--- src/rtl/tri_fetch_sched_pkg.sv ---
// Shared sizes, FSM state type and assembled-triangle bundle for tri_fetch_sched.
package tri_fetch_sched_pkg;

  localparam int MAX_INST = 256;
  localparam int ID_W     = $clog2(MAX_INST);
  localparam int MAX_VERT = 8192;
  localparam int VA_W     = $clog2(MAX_VERT);
  localparam int MAX_TRI  = 8192;
  localparam int TA_W     = $clog2(MAX_TRI);
  localparam int MAX_CNT  = 4096;
  localparam int CNT_W    = $clog2(MAX_CNT);
  localparam int VTX_W    = 108;
  localparam int TRANS_W  = 384;
  localparam int DESC_LAT = 3;
  localparam int WAIT_W   = $clog2(DESC_LAT + 1);

  typedef logic [VTX_W-1:0]   vertex_t;
  typedef logic [TRANS_W-1:0] transform_t;

  typedef enum logic [3:0] {
    ST_IDLE,
    ST_INST_ISSUE,
    ST_INST_WAIT,
    ST_TRI_ISSUE,
    ST_TRI_WAIT,
    ST_V_ISSUE,
    ST_V_COLLECT,
    ST_EMIT,
    ST_FINISH
  } tri_fetch_state_t;

  typedef struct packed {
    logic [ID_W-1:0] inst_id;
    transform_t      transform;
    vertex_t [2:0]   v;
  } tri_bundle_t;

  // Pick index k of a packed {i2,i1,i0} triple.
  function automatic logic [CNT_W-1:0] idx_sel(input logic [3*CNT_W-1:0] trip,
                                               input logic [1:0]         k);
    case (k)
      2'd1:    idx_sel = trip[2*CNT_W-1:CNT_W];
      2'd2:    idx_sel = trip[3*CNT_W-1:2*CNT_W];
      default: idx_sel = trip[CNT_W-1:0];
    endcase
  endfunction

endpackage

--- src/rtl/tri_fetch_sched.sv ---
// Frame walker: instance table -> index triples -> vertices -> one triangle per handshake.
// Optional TRI_FETCH_BOUNDS_CHECK_EN drops triangles with out-of-range indices and counts them.
module tri_fetch_sched
  import tri_fetch_sched_pkg::*;
(
  input  logic               clk,
  input  logic               rst_raster,
  input  logic               start,
  input  logic [ID_W:0]      num_inst,
  output logic               busy,
  output logic               done,
  output logic [ID_W-1:0]    inst_id_rd,
  output logic [TA_W-1:0]    tri_addr_rd,
  output logic [VA_W-1:0]    vert_addr_rd,
  input  logic [VA_W-1:0]    vert_base_in,
  input  logic [CNT_W-1:0]   vert_count_in,
  input  logic [TA_W-1:0]    tri_base_in,
  input  logic [CNT_W-1:0]   tri_count_in,
  input  logic [TRANS_W-1:0] transform_in,
  input  logic [3*CNT_W-1:0] idx_tri_in,
  input  logic [VTX_W-1:0]   vert_in,
  output logic               out_valid,
  input  logic               out_ready,
  output logic [VTX_W-1:0]   out_v0,
  output logic [VTX_W-1:0]   out_v1,
  output logic [VTX_W-1:0]   out_v2,
  output logic [TRANS_W-1:0] out_transform,
  output logic [ID_W-1:0]    out_inst_id
`ifdef TRI_FETCH_BOUNDS_CHECK_EN
  ,
  output logic [15:0]        oob_count
`endif
);

  tri_fetch_state_t state_q, state_d;
  logic              busy_q, busy_d, done_q, done_d, out_valid_q, out_valid_d;
  logic [ID_W-1:0]   inst_rd_q, inst_rd_d;
  logic [TA_W-1:0]   tri_rd_q, tri_rd_d;
  logic [VA_W-1:0]   vert_rd_q, vert_rd_d;
  tri_bundle_t       bundle_q, bundle_d;
  logic [ID_W:0]     num_inst_q, num_inst_d;
  logic [ID_W-1:0]   inst_ctr_q, inst_ctr_d;
  logic [CNT_W-1:0]  tri_ctr_q, tri_ctr_d;
  logic [WAIT_W-1:0] wait_q, wait_d;
  logic [1:0]        vidx_q, vidx_d, pend_sel_q, pend_sel_d;
  logic              pend_q, pend_d;

  // Per-instance / per-triangle holding registers; never observed before being loaded.
  logic [VA_W-1:0]    vbase_q, vbase_d;
  logic [TA_W-1:0]    tbase_q, tbase_d;
  logic [CNT_W-1:0]   tcount_q, tcount_d;
  logic [3*CNT_W-1:0] idx_q, idx_d;

`ifdef TRI_FETCH_BOUNDS_CHECK_EN
  logic [CNT_W-1:0] vcount_q, vcount_d;
  logic [15:0]      oob_q, oob_d;
`else
  logic unused_vcount;
  assign unused_vcount = ^vert_count_in;
`endif

  logic          tri_adv, inst_adv;
  logic [CNT_W:0] tri_nxt;
  logic [ID_W:0]  inst_nxt;

  assign tri_nxt  = {1'b0, tri_ctr_q} + (CNT_W+1)'(1);
  assign inst_nxt = {1'b0, inst_ctr_q} + (ID_W+1)'(1);

  always_comb begin
    state_d     = state_q;
    busy_d      = busy_q;
    done_d      = 1'b0;
    out_valid_d = out_valid_q;
    inst_rd_d   = inst_rd_q;
    tri_rd_d    = tri_rd_q;
    vert_rd_d   = vert_rd_q;
    bundle_d    = bundle_q;
    num_inst_d  = num_inst_q;
    inst_ctr_d  = inst_ctr_q;
    tri_ctr_d   = tri_ctr_q;
    wait_d      = wait_q;
    vidx_d      = vidx_q;
    pend_d      = 1'b0;
    pend_sel_d  = pend_sel_q;
    vbase_d     = vbase_q;
    tbase_d     = tbase_q;
    tcount_d    = tcount_q;
    idx_d       = idx_q;
`ifdef TRI_FETCH_BOUNDS_CHECK_EN
    vcount_d    = vcount_q;
    oob_d       = oob_q;
`endif
    tri_adv     = 1'b0;
    inst_adv    = 1'b0;

    // Vertex data returns one cycle after its address was issued.
    if (pend_q) begin
      case (pend_sel_q)
        2'd1:    bundle_d.v[1] = vert_in;
        2'd2:    bundle_d.v[2] = vert_in;
        default: bundle_d.v[0] = vert_in;
      endcase
    end

    unique case (state_q)
      ST_IDLE: begin
        if (start) begin
`ifdef TRI_FETCH_BOUNDS_CHECK_EN
          oob_d = '0;
`endif
          if (num_inst == '0) begin
            state_d = ST_FINISH;
            done_d  = 1'b1;
          end else begin
            num_inst_d = num_inst;
            inst_ctr_d = '0;
            busy_d     = 1'b1;
            state_d    = ST_INST_ISSUE;
          end
        end
      end
      ST_INST_ISSUE: begin
        inst_rd_d = inst_ctr_q;
        wait_d    = WAIT_W'(DESC_LAT - 1);
        state_d   = ST_INST_WAIT;
      end
      ST_INST_WAIT: begin
        if (wait_q != '0) begin
          wait_d = wait_q - WAIT_W'(1);
        end else begin
          vbase_d            = vert_base_in;
          tbase_d            = tri_base_in;
          tcount_d           = tri_count_in;
          bundle_d.transform = transform_in;
          bundle_d.inst_id   = inst_ctr_q;
          tri_ctr_d          = '0;
`ifdef TRI_FETCH_BOUNDS_CHECK_EN
          vcount_d           = vert_count_in;
`endif
          if (tri_count_in == '0) inst_adv = 1'b1;
          else                    state_d  = ST_TRI_ISSUE;
        end
      end
      ST_TRI_ISSUE: begin
        tri_rd_d = tbase_q + TA_W'(tri_ctr_q);
        state_d  = ST_TRI_WAIT;
      end
      ST_TRI_WAIT: begin
        idx_d = idx_tri_in;
`ifdef TRI_FETCH_BOUNDS_CHECK_EN
        if (idx_sel(idx_tri_in, 2'd0) >= vcount_q || idx_sel(idx_tri_in, 2'd1) >= vcount_q ||
            idx_sel(idx_tri_in, 2'd2) >= vcount_q) begin
          if (oob_q != 16'hFFFF) oob_d = oob_q + 16'd1;
          tri_adv = 1'b1;
        end else begin
          vidx_d  = '0;
          state_d = ST_V_ISSUE;
        end
`else
        vidx_d  = '0;
        state_d = ST_V_ISSUE;
`endif
      end
      ST_V_ISSUE: begin
        vert_rd_d  = vbase_q + VA_W'(idx_sel(idx_q, vidx_q));
        pend_d     = 1'b1;
        pend_sel_d = vidx_q;
        vidx_d     = vidx_q + 2'd1;
        if (vidx_q == 2'd2) state_d = ST_V_COLLECT;
      end
      ST_V_COLLECT: begin
        out_valid_d = 1'b1;
        state_d     = ST_EMIT;
      end
      ST_EMIT: begin
        if (out_ready) begin
          out_valid_d = 1'b0;
          tri_adv     = 1'b1;
        end
      end
      ST_FINISH: state_d = ST_IDLE;
      default:   state_d = ST_IDLE;
    endcase

    // Advance to next triangle, next instance, or end of frame.
    if (tri_adv) begin
      if (tri_nxt < {1'b0, tcount_q}) begin
        tri_ctr_d = tri_nxt[CNT_W-1:0];
        state_d   = ST_TRI_ISSUE;
      end else begin
        inst_adv = 1'b1;
      end
    end
    if (inst_adv) begin
      if (inst_nxt < num_inst_q) begin
        inst_ctr_d = inst_nxt[ID_W-1:0];
        state_d    = ST_INST_ISSUE;
      end else begin
        state_d = ST_FINISH;
        done_d  = 1'b1;
        busy_d  = 1'b0;
      end
    end
  end

  always_ff @(posedge clk or posedge rst_raster) begin
    if (rst_raster) begin
      state_q     <= ST_IDLE;
      busy_q      <= 1'b0;
      done_q      <= 1'b0;
      out_valid_q <= 1'b0;
      inst_rd_q   <= '0;
      tri_rd_q    <= '0;
      vert_rd_q   <= '0;
      bundle_q    <= '0;
      num_inst_q  <= '0;
      inst_ctr_q  <= '0;
      tri_ctr_q   <= '0;
      wait_q      <= '0;
      vidx_q      <= '0;
      pend_q      <= 1'b0;
      pend_sel_q  <= '0;
`ifdef TRI_FETCH_BOUNDS_CHECK_EN
      oob_q       <= '0;
`endif
    end else begin
      state_q     <= state_d;
      busy_q      <= busy_d;
      done_q      <= done_d;
      out_valid_q <= out_valid_d;
      inst_rd_q   <= inst_rd_d;
      tri_rd_q    <= tri_rd_d;
      vert_rd_q   <= vert_rd_d;
      bundle_q    <= bundle_d;
      num_inst_q  <= num_inst_d;
      inst_ctr_q  <= inst_ctr_d;
      tri_ctr_q   <= tri_ctr_d;
      wait_q      <= wait_d;
      vidx_q      <= vidx_d;
      pend_q      <= pend_d;
      pend_sel_q  <= pend_sel_d;
`ifdef TRI_FETCH_BOUNDS_CHECK_EN
      oob_q       <= oob_d;
`endif
    end
  end

  always_ff @(posedge clk) begin
    vbase_q  <= vbase_d;
    tbase_q  <= tbase_d;
    tcount_q <= tcount_d;
    idx_q    <= idx_d;
`ifdef TRI_FETCH_BOUNDS_CHECK_EN
    vcount_q <= vcount_d;
`endif
  end

  assign busy          = busy_q;
  assign done          = done_q;
  assign inst_id_rd    = inst_rd_q;
  assign tri_addr_rd   = tri_rd_q;
  assign vert_addr_rd  = vert_rd_q;
  assign out_valid     = out_valid_q;
  assign out_v0        = bundle_q.v[0];
  assign out_v1        = bundle_q.v[1];
  assign out_v2        = bundle_q.v[2];
  assign out_transform = bundle_q.transform;
  assign out_inst_id   = bundle_q.inst_id;
`ifdef TRI_FETCH_BOUNDS_CHECK_EN
  assign oob_count     = oob_q;
`endif

endmodule
--- config.mk ---
export PLATFORM = sky130hd
export DESIGN_NAME = tri_fetch_sched
export DESIGN_NICKNAME = d
export VERILOG_FILES = /design/src/rtl/tri_fetch_sched_pkg.sv /design/src/rtl/tri_fetch_sched.sv
export SDC_FILE = /design/constraint.sdc
export NUM_CORES = 2
export LEC_CHECK = 0
export BUFFER_PORTS_ARGS = -buffer_cell sky130_fd_sc_hd__buf_2
export CORE_AREA = 2 2 520 522
export CTS_BUF_LIST = sky130_fd_sc_hd__clkbuf_4 sky130_fd_sc_hd__clkbuf_8 sky130_fd_sc_hd__clkbuf_16
export CTS_CLUSTER_SIZE = 12
export DETAILED_ROUTE_END_ITERATION = 10
export DIE_AREA = 0 0 522 524
export PLACE_DENSITY = 0.4
export SKIP_CTS_REPAIR_TIMING = 1
export SLEW_MARGIN = 25
export SYNTH_ARGS = -nofsm -noshare
export SYNTH_HDL_FRONTEND = slang
export SYNTH_SLANG_ARGS = --single-unit
--- constraint.sdc ---
create_clock -name clk -period 36.7 [get_ports clk]
set_input_delay 3.67 -clock clk [delete_from_list [all_inputs] [get_ports clk]]
set_output_delay 3.67 -clock clk [all_outputs]
set_load 0.005 [all_outputs]
[After elaboration in Yosys (flattened, before gate mapping)]
Index checks and enable logic that the tools add are counted.
W data, S select, Z words.
Cells by class
  eq/ne operators: 13
  $lt $le $gt $ge: 2
  $add $sub $neg: 6
  bitwise logic cells: 3
  multiplexer cells: 44
  reduce and logical (&&, ||, !) cells: 15
Operators by type and width (number)
  $mux W12: 5
  $mux W8: 5
  $mux W4: 9
  $pmux W4 S8: 1
  $add A13 B12 Y13: 2
  $pmux W12 S2: 1
  $mux W1: 19
  $eq A4 B3 Y1 const B: 4
  $add A12 B1 Y13 const B: 1
  $lt A13 B12 Y1: 1
  $logic_not A12 Y1: 1
  $reduce_and A2 Y1: 6
  $add A8 B1 Y9 const B: 1
  $logic_not A9 Y1: 1
  $lt A9 B9 Y1: 1
  $eq A4 B2 Y1 const B: 2
  $pmux W2 S2: 2
  $reduce_bool A2 Y1: 4
  $eq A2 B1 Y1 const B: 2
  $eq A2 B2 Y1 const B: 2
  $eq A4 B1 Y1 const B: 1
  $logic_not A4 Y1: 1
  $ne A2 B2 Y1 const B: 2
  $not A1 Y1: 3
  6 further kinds: 6
Storage, ports and cells
  output and inout bits: 753
  bits of input ports: 591
  bits in registers: 867
  logic and storage cells: 106

[Logic depth before layout (Yosys ltp)]
  word-level depth: 7
  mapped depth: 14
  depth with buffers taken out: 13

[Least setup slack after synthesis]
OpenSTA, ideal clock, no wires.
  path kind: input to register
  start point: in num_inst[2]
  end point: reg num_inst_q[0]
  library setup time: 125 ps
  stages: 6
  setup slack: 31552 ps
  buffers on the path: 2
  data arrival time: 5023 ps
  required time: 36575 ps
  path through: nor4_1 nand3_1 nand2b_1 clkbuf_1 clkbuf_1 mux2_2
On the way
  longest elaborated chain between the ends: 3
RTL lines
  from (decl): RTL line tri_fetch_sched.sv:9  | input logic [ID_W:0] num_inst,
  $logic_not A9 Y1: RTL line tri_fetch_sched.sv:111  | if (num_inst == '0) begin
  $not A1 Y1 (no source line)
  $reduce_and A3 Y1 (no source line)
  to (signal assigned): RTL line tri_fetch_sched.sv:235  | num_inst_q <= num_inst_d;
  to (decl): RTL line tri_fetch_sched.sv:41  | logic [ID_W:0] num_inst_q, num_inst_d;
Every way passes these cells.
A chain may end at the register's enable or synchronous reset.

==> flow_summary.json <==
{
  "synth_edf_count": 74,
  "cts_root_buffer": "clkbuf_16",
  "start_util": 0.1279,
  "fmax_mhz": 162.6,
  "cts.sinks": 867,
  "final_util": 0.1832,
  "startpoint": "rst_raster",
  "area_growth_pct": 43.23,
  "worst_slack_ps": 30550,
  "grt_first_pass_wirelength_um": 246200,
  "final_cell_mix": "buf_2 (1332), nand2_1 (1248), dfrtp_1 (793)",
  "switchingPower_w": 0.001532,
  "worstMarginPinSlew_ps": 999.0,
  "grt_remaining_overflow": 0,
  "synth_mux_area_frac": 0.1150,
  "fin_crit_sh": 0.1676,
  "critical_path_buf_inv_count": 5,
  "fin_tns_setup_ps": 0,
  "combPwrFrac": 0.345,
  "period_needed_ps": 6152,
  "core_region_area_um2": 267400,
  "clk_pin_slew_ps": 60,
  "die_w_um": 522,
  "insertion_delay_ps": 720,
  "synth_top_family_by_area": "simple AND/OR/NAND/NOR gates",
  "grt_use_total": 0.1303,
  "slew_viol_final": 0,
  "n_fill_cell": 30080,
  "critPathRequiredTime_ps": 37420,
  "switching_share": 0.3591,
  "synth_compound_area_frac": 0.03127,
  "synth-main-ff-cell": "dfrtp_1",
  "yosys.area_share.xor_xnor": 0.005889,
  "synthCells": 3040,
  "antenna_found_initial": 129,
  "synth_cell_types": 64,
  "cp_slowest_cell": "buf_4",
  "crit_path_max_fanout": 151,
  "grt_pass1_vias": 28150,
  "total_power_w": 0.004266,
  "hp-start": "out_transform[183]",
  "hold_path.class": "flop to flop",
  "leakage_nw": 23.31,
  "drt-initial-drc-count": 1566,
  "routed_via_density": 3.540,
  "worstSetupEndpointType": "async pin",
  "ant_nets": 0,
  "cp_cell_sequence": "buf_2 > inv_8 > buf_4 > buf_12 > buf_4",
  "synthTopCellsByArea": "dfrtp_1 (58%), nand2_1 (14%), mux2_2 (11%), edfxtp_1 (6.5%), ha_1 (1.8%)",
  "final_common_cell": "buf_2",
  "clockBufferDepth": 3,
  "gp_routability_congestion": 0.8798,
  "cts_tree": "done",
  "ys_seq_area_frac": 0.6451,
  "fin_area_um2": 48990,
  "grt_start_max_net_pins": 154,
  "yosysTopAreaCellShare": 0.5801,
  "vias": 28420,
  "ys_seq_elements": 867,
  "max_stage_delay_ps": 800,
  "cp_common_cell": "buf_4",
  "seqPwrFrac": 0.381,
  "routed_wl_um": 186700,
  "synth-simple-area-share": 0.1602,
  "cts_max_level": 3,
  "first_pass_iters": 5,
  "pwr-share-clk": 0.274,
  "cp-start-kind": "primary input",
  "synth_fa_ha_area_frac": 0.01946,
  "cp_top_family": "buffers and inverters",
  "placed_cell_area_um2": 44980,
  "path_class": "primary input to async pin",
  "synthArstFlopShare": 0.9146,
  "rsz0062_at_grt": "false",
  "arrival_ps": 6880,
  "drcViolationCount": 0,
  "syn_avg_cell_area_um2": 11.25,
  "cap_violations": 0,
  "syn_nets": 3683,
  "p_per_area_nw_per_um2": 87.07,
  "p_int_w": 0.002734,
  "die_area_um2": 273500,
  "rows": 190,
  "hold_viol": 0,
  "nets": 5010,
  "dp_slack_ps": 29400,
  "place_hpwl_um": 152700,
  "setup_viol": 0,
  "max-vdd-ir-drop_mv": 0.03720,
  "seq_area_um2": 22070,
  "layout-drive-gt1-share": 0.4312,
  "status": "complete, no violations",
  "relSlewSlack": 0.3340,
  "fin_skew_ps": 27.91,
  "syn_area_um2": 34210,
  "port-buffer-count": 1331,
  "r2r_start": "state_q[0]",
  "io_pins": 1344,
  "numCtsBuffers": 106,
  "synth_warnings": 0,
  "yosysTopAreaCell": "dfrtp_1",
  "avgRoutedWirePerCell_um": 23.25,
  "die_h_um": 524,
  "multi_input_area_um2": 11390
}
cells in the mapped netlist, types with 4 or more instances:
| cell type | count |
|---|---|
| and2_1 | 4 |
| buf_1 | 12 |
| nand2b_1 | 10 |
| and4_1 | 5 |
| a21oi_1 | 30 |
| mux2_2 | 341 |
| ha_1 | 50 |
| buf_2 | 45 |
| xor2_1 | 12 |
| or3_1 | 4 |
| o21bai_1 | 4 |
| nand4_1 | 6 |
| mux2i_1 | 5 |
| inv_1 | 46 |
| nand2_1 | 1251 |
| nor4_1 | 7 |
| xnor2_1 | 11 |
| a22oi_1 | 13 |
| a21o_1 | 13 |
| o31ai_1 | 7 |
| o21ai_0 | 59 |
| nand3_1 | 37 |
| nor2_1 | 30 |
| edfxtp_1 | 74 |
| dfrtp_1 | 793 |
| a211oi_1 | 7 |
| o211ai_1 | 7 |
| and3_1 | 8 |
| clkbuf_1 | 83 |
| nor3_1 | 12 |
| o21a_1 | 5 |
metrics by stage:
step,cells,hold slack (ps)
5_1_grt,8015,487.6
3_5_place_dp,7808,456.5
6_report,8029,466.9
4_1_cts,8009,471.4
3_3_place_gp,7807,457.2
2_1_floorplan,3040,469.7
area by class of cell:
type                    count  share of cell area
diodes                     17           0.0008683
clock buffers             148             0.06408
clock inverters            53             0.01535
inverters                  47            0.004086
multi-input cells        1983              0.2324
flip-flops and latches    867              0.4504
well taps                3552             0.09071
repair buffers           1362              0.1421
registers in the layout, indices dropped and copies added, names as in the netlist, 13 cells and up:
name / count
out_v1: 108
vert_addr_rd: 13
vbase_q: 13
out_v2: 108
tbase_q: 13
idx_q: 36
tri_addr_rd: 13
out_v0: 108
out_transform: 384
routing by layer:
metal	up-vias	share of wire	global-route usage
li1	12670	-	-
met1	14020	0.41	0.1588
met2	1311	0.44	0.2030
met3	366	0.11	0.06355
met4	58	0.031	0.03534
met5	-	0.0021	0
cell families after synthesis:
| logic type | after synthesis |
|---|---|
| multiplexers | 349 |
| buffers and inverters | 190 |
| flip-flops | 867 |
| adder cells (fa/ha/maj) | 52 |
| XOR/XNOR | 23 |
| AO/OA/AOI/OAI | 167 |
| AND/OR/NAND/NOR | 1392 |
power groups by stage:
stage,clock network (W),logic [W],registers [W]
final,0.00117,0.00147,0.00163
after global routing,0.00125,0.00162,0.00168
after CTS,0.00122,0.00150,0.00163
after detailed placement,0,0.00150,0.00164
after global placement,0,0.00149,0.00162
after floorplan,0,0.000597,0.00165
worst paths after layout:
kind	endpoint	slack [ps]	cells past startpoint
worst min register to register	out_transform[183]	470	2
worst max-delay path	out_transform[161]	30550	5
max in group clk	out_transform[356]	31690	1
worst max register to register	out_transform[357]	32450	8
min in group asynchronous	out_v0[90]	3040	2
worst min-delay path	out_transform[183]	470	2
tightest hold or removal path, stage by stage (launching register included):
cell	delay (ps)
dfrtp_1	330
nand2_1	50
nand2_1	50
No activity file was read; power rests on OpenSTA's default activity.
